File: config.mk
export PLATFORM = sky130hd
export DESIGN_NAME = din_debounce
export DESIGN_NICKNAME = d
export VERILOG_FILES = /design/src/rtl/din_debounce.sv
export SDC_FILE = /design/constraint.sdc
export NUM_CORES = 1
export LEC_CHECK = 0
export CORE_AREA = 2 2 39 41
export CTS_CLUSTER_DIAMETER = 80
export CTS_CLUSTER_SIZE = 30
export DETAILED_ROUTE_END_ITERATION = 12
export DIE_AREA = 0 0 41 43
export SLEW_MARGIN = 15
export SYNTH_ARGS = -nofsm -noshare
export SYNTH_HDL_FRONTEND = slang
export SYNTH_SLANG_ARGS = --single-unit
export TNS_END_PERCENT = 30
File: constraint.sdc
create_clock -name clk -period 1.2 [get_ports clk]
set_clock_uncertainty 0.2 [all_clocks]
set_input_delay 0.24 -clock clk [delete_from_list [all_inputs] [get_ports clk]]
set_output_delay 0.24 -clock clk [all_outputs]
set_load 0.005 [all_outputs]
File: src/rtl/din_debounce.sv
// Input conditioner: synchronises raw_in into clk, filters it to a stable din level, and emits rise/fall strobes.
// Latency: din follows raw_in after SYNC_STAGES+STABLE_CYCLES edges; shorter pulses are rejected.
// No backpressure; optional reject counter is enabled with GLITCH_CNT_EN.
module din_debounce #(
    parameter int SYNC_STAGES   = 2,
    parameter int STABLE_CYCLES = 4
) (
    input  logic       clk,
    input  logic       rst,
    input  logic       raw_in,
    output logic       din,
    output logic       rise,
    output logic       fall,
    output logic       busy,
    output logic [7:0] glitch_cnt
);
    localparam int CW = (STABLE_CYCLES > 1) ? $clog2(STABLE_CYCLES) : 1;

    typedef enum logic {ST_STABLE, ST_PENDING} state_t;

    logic [SYNC_STAGES-1:0] sync_q;
    logic                   s;
    state_t                 state_q, state_d;
    logic [CW-1:0]          cnt_q, cnt_d;
    logic                   din_q, din_d;
    logic                   rise_q, rise_d;
    logic                   fall_q, fall_d;
    logic                   reject;

    always_ff @(posedge clk or posedge rst) begin
        if (rst) begin
            sync_q <= '0;
        end else begin
            sync_q <= {sync_q[SYNC_STAGES-2:0], raw_in};
        end
    end

    assign s = sync_q[SYNC_STAGES-1];

    always_ff @(posedge clk or posedge rst) begin
        if (rst) begin
            state_q <= ST_STABLE;
            cnt_q   <= '0;
            din_q   <= 1'b0;
            rise_q  <= 1'b0;
            fall_q  <= 1'b0;
        end else begin
            state_q <= state_d;
            cnt_q   <= cnt_d;
            din_q   <= din_d;
            rise_q  <= rise_d;
            fall_q  <= fall_d;
        end
    end

    // Strobes are registered alongside din so they coincide with the first cycle of the new level.
    always_comb begin
        state_d = state_q;
        cnt_d   = '0;
        din_d   = din_q;
        rise_d  = 1'b0;
        fall_d  = 1'b0;
        reject  = 1'b0;
        case (state_q)
            ST_STABLE: begin
                if (s != din_q) begin
                    if (STABLE_CYCLES == 1) begin
                        din_d  = ~din_q;
                        rise_d = ~din_q;
                        fall_d = din_q;
                    end else begin
                        state_d = ST_PENDING;
                        cnt_d   = CW'(1);
                    end
                end
            end
            ST_PENDING: begin
                if (s == din_q) begin
                    state_d = ST_STABLE;
                    reject  = 1'b1;
                end else if (cnt_q == CW'(STABLE_CYCLES - 1)) begin
                    state_d = ST_STABLE;
                    din_d   = ~din_q;
                    rise_d  = ~din_q;
                    fall_d  = din_q;
                end else begin
                    cnt_d = cnt_q + CW'(1);
                end
            end
            default: state_d = ST_STABLE;
        endcase
    end

    assign din  = din_q;
    assign rise = rise_q;
    assign fall = fall_q;
    assign busy = (state_q == ST_PENDING);

`ifdef GLITCH_CNT_EN
    logic [7:0] glitch_q;

    // Saturates so a noisy line cannot wrap the count back to a misleadingly small value.
    always_ff @(posedge clk or posedge rst) begin
        if (rst) begin
            glitch_q <= 8'd0;
        end else if (reject && (glitch_q != 8'hFF)) begin
            glitch_q <= glitch_q + 8'd1;
        end
    end

    assign glitch_cnt = glitch_q;
`else
    logic unused_reject;
    assign unused_reject = reject;
    assign glitch_cnt    = 8'd0;
`endif

endmodule

==> summary.md <==
| Metric | Value |
|---|---|
| Status | complete, but fails checks |
| Failing checks | negative setup slack |
| Initial antenna violation count | 0 |
| GRT Total Usage | 8.77% |
| # rows | 14 |
| Mapped cell area | 365 µm² |
| Fillers | ~160 |
| Worst hold slack | around 32 ps |
| Crit path kind | reg -> reg |
| Mean Syn Cell Area | 11.8 µm² |
| Commonest cells after routing, fill and taps aside | 8 x conb_1, 8 x dfrtp_1, 5 x buf_4 |
| Top post-synthesis cells by area | dfrtp_1 55%, buf_4 16%, ha_1 6.8% |
| Placement Setup Slack | -77.7 ps |
| Area taken by multi-input logic gates | 153 µm² |
| Number of global-route vias before repair | 232 |
| Clk buf depth | 2 |
| Maximum vdd drop | 0.458 mV |
| Synthesis-to-layout area growth | 30.5% |
| # IOs | 15 |
| Maxcap violations | 0 |
| Antenna cells | 0 |
| DRT Pass-1 Iters | 1 |
| Largest net degree at the start of global routing | 9 |
| Initial Utilization | approximately a quarter |
| Pwr/cell area | 1990 mW/mm² |
| Core Area | about 0.0014 mm² |
| Crit path time final | 1240 ps |
| Syn Inst Count | 31 |
| Distinct cells, synth | 13 |
| Crit path required time | ~1100 ps |
| Final period util | 103% |
| CP arrival | roughly 1200 ps |
| Total design power | 949 µW |
| Ys Warns | 0 |
| Setup WS post-layout | -41.4 ps |
| Worst setup SP type | flop |
| Drt wl/cell | between 9 and 10 µm |
| DRC | 0 |
| Largest fanout on the critical path | 2 |
| H-tree depth | 1 |
| Share of the synthesized area in the top cell type | 54.8% |
| HPWL Detailed | about 420 µm |
| Reg area | 200 µm² |
| Final core utilization | 34.4% |
| Final setup vio count | 2 |
| Slew Limit Fails | 0 |
| Port-buffer cells | 6 |
| Die Wd | just over 40 µm |
| Antenna-violating nets left | 0 |
| Post-synthesis sequential area ratio | a little over half |
| Cell accounting for the most synthesized area | dfrtp_1 |
| Min-Delay Path Class | in -> async |
| Vias post-DR | 222 |
| Final RePlAce weighted congestion | 0.593 |
| Detailed Route WL | between 500 and 600 µm |
| Layout net count | a little over 50 |
| Reg2reg path depth | 3 |
| Cts hold-fix bufs | 0 |
| DR iter-0 viols | 0 |
| Share of layout cells above drive strength 1 | 45.5% |
| RSZ-0062 raised after global routing | yes |
| Clock Latency Late Sink | 250 ps |
| Grt ovf | 0 |
| Die height | 43 µm |
| Max frequency | 0.806 GHz |
| Final Hold Viols | 0 |
| # clock sinks | 8 |
| Register clock-pin slew on the reported worst setup and hold paths | roughly 50 ps |
| R2r setup slk | -40 ps |
| Post-synthesis register bit count | 8 |
| Inserted Clock Buffers | 3 |
| Crit path capture type | flop |
| Root Driver | clkbuf_4 |
| RR Endpoint | din |
| Via/cell ratio | about 3.7 |
| Die area | 0.00176 mm² |
| First-pass GRT wire length | 938 µm |
| Leakage Power | 0.000245 µW |
| CTS tree | done |
| Worst r2r src | cnt_q[0] |
==> worst max-delay path by stage <==
stage / start / to / slack [ps] / cells after the start
after detailed placement: din / din / -80 / 1
after global routing: cnt_q[0] / din / -80 / 3
final: cnt_q[0] / din / -40 / 3
after global placement: busy / busy / -50 / 1
after CTS: busy / busy / -70 / 1
after floorplan: cnt_q[0] / din / -30 / 3
==> logic make-up (layout without fill, tap and decap cells) <==
kind of cell               count (synthesis)  after routing  synth area share [%]
adders and majority gates                  2              2                  6.85
DFF                                        8              8                  54.8
other                                      1              8                  1.03
and+or+nand+nor                            7              7                  9.93
buffers and inverters                      9             15                  17.5
muxes                                      1              1                  4.11
xor gates and xnor gates                   1              1                  2.40
AOI/OAI and AO/OA                          2              2                  3.42
==> sequential cells by signal, indices dropped and copies added, names as in the netlist <==
name	cells
sync_q	2
rise	1
busy	1
fall	1
din	1
cnt_q	2
==> power by group <==
group,internal [µW],leakage [µW],switching (µW)
logic,210,0.000130,161
clock network,114,0.0000138,87.0
registers,340,0.000101,36.2
total,664,0.000245,285
==> Yosys cell counts <==
master	number
buf_4	8
dfrtp_1	8
ha_1	2
nand2_1	2
nor2_1	2
nor3b_1	2
a21oi_1	1
conb_1	1
inv_1	1
mux2_4	1
nand2_2	1
o21a_1	1
xnor2_1	1
==> worst max-delay path, cell delays in order, from the launching register on <==
cell and delay (ps):
dfrtp_1 380, ha_2 200, nand2_2 60, mux2_4 290
==> layout make-up <==
class	count	area share [%]
Clock buffer	3	4.72
Inverter	1	0.787
Multi-Input combinational cell	21	32.0
Sequential cell	8	42.0
Tap cell	16	4.20
Timing Repair Buffer	11	16.3
==> stage by stage <==
step	instances	TNS, ps	area, µm²
6_report	60	-60.7	477
3_5_place_dp	56	-310	444
4_1_cts	59	-237	457
2_1_floorplan	38	-34.1	394
3_3_place_gp	56	-211	444
5_1_grt	60	-282	477
==> routing by layer <==
| metal | global-route usage [%] | wire length, µm |
|---|---|---|
| met1 | 8.79 | 190 |
| met2 | 12.2 | 276 |
| met3 | 1.57 | 43 |
| met4 | 12.0 | 31 |
| met5 | 0 | 0 |
==> what timing repair did <==
item                                    4_1_cts  5_1_grt
pin swaps                                     1        3
endpoints found under the setup margin        8       10
gates resized for setup                      12        7
setup buffers                                 0        1
No activity file was read; power rests on OpenSTA's default activity.
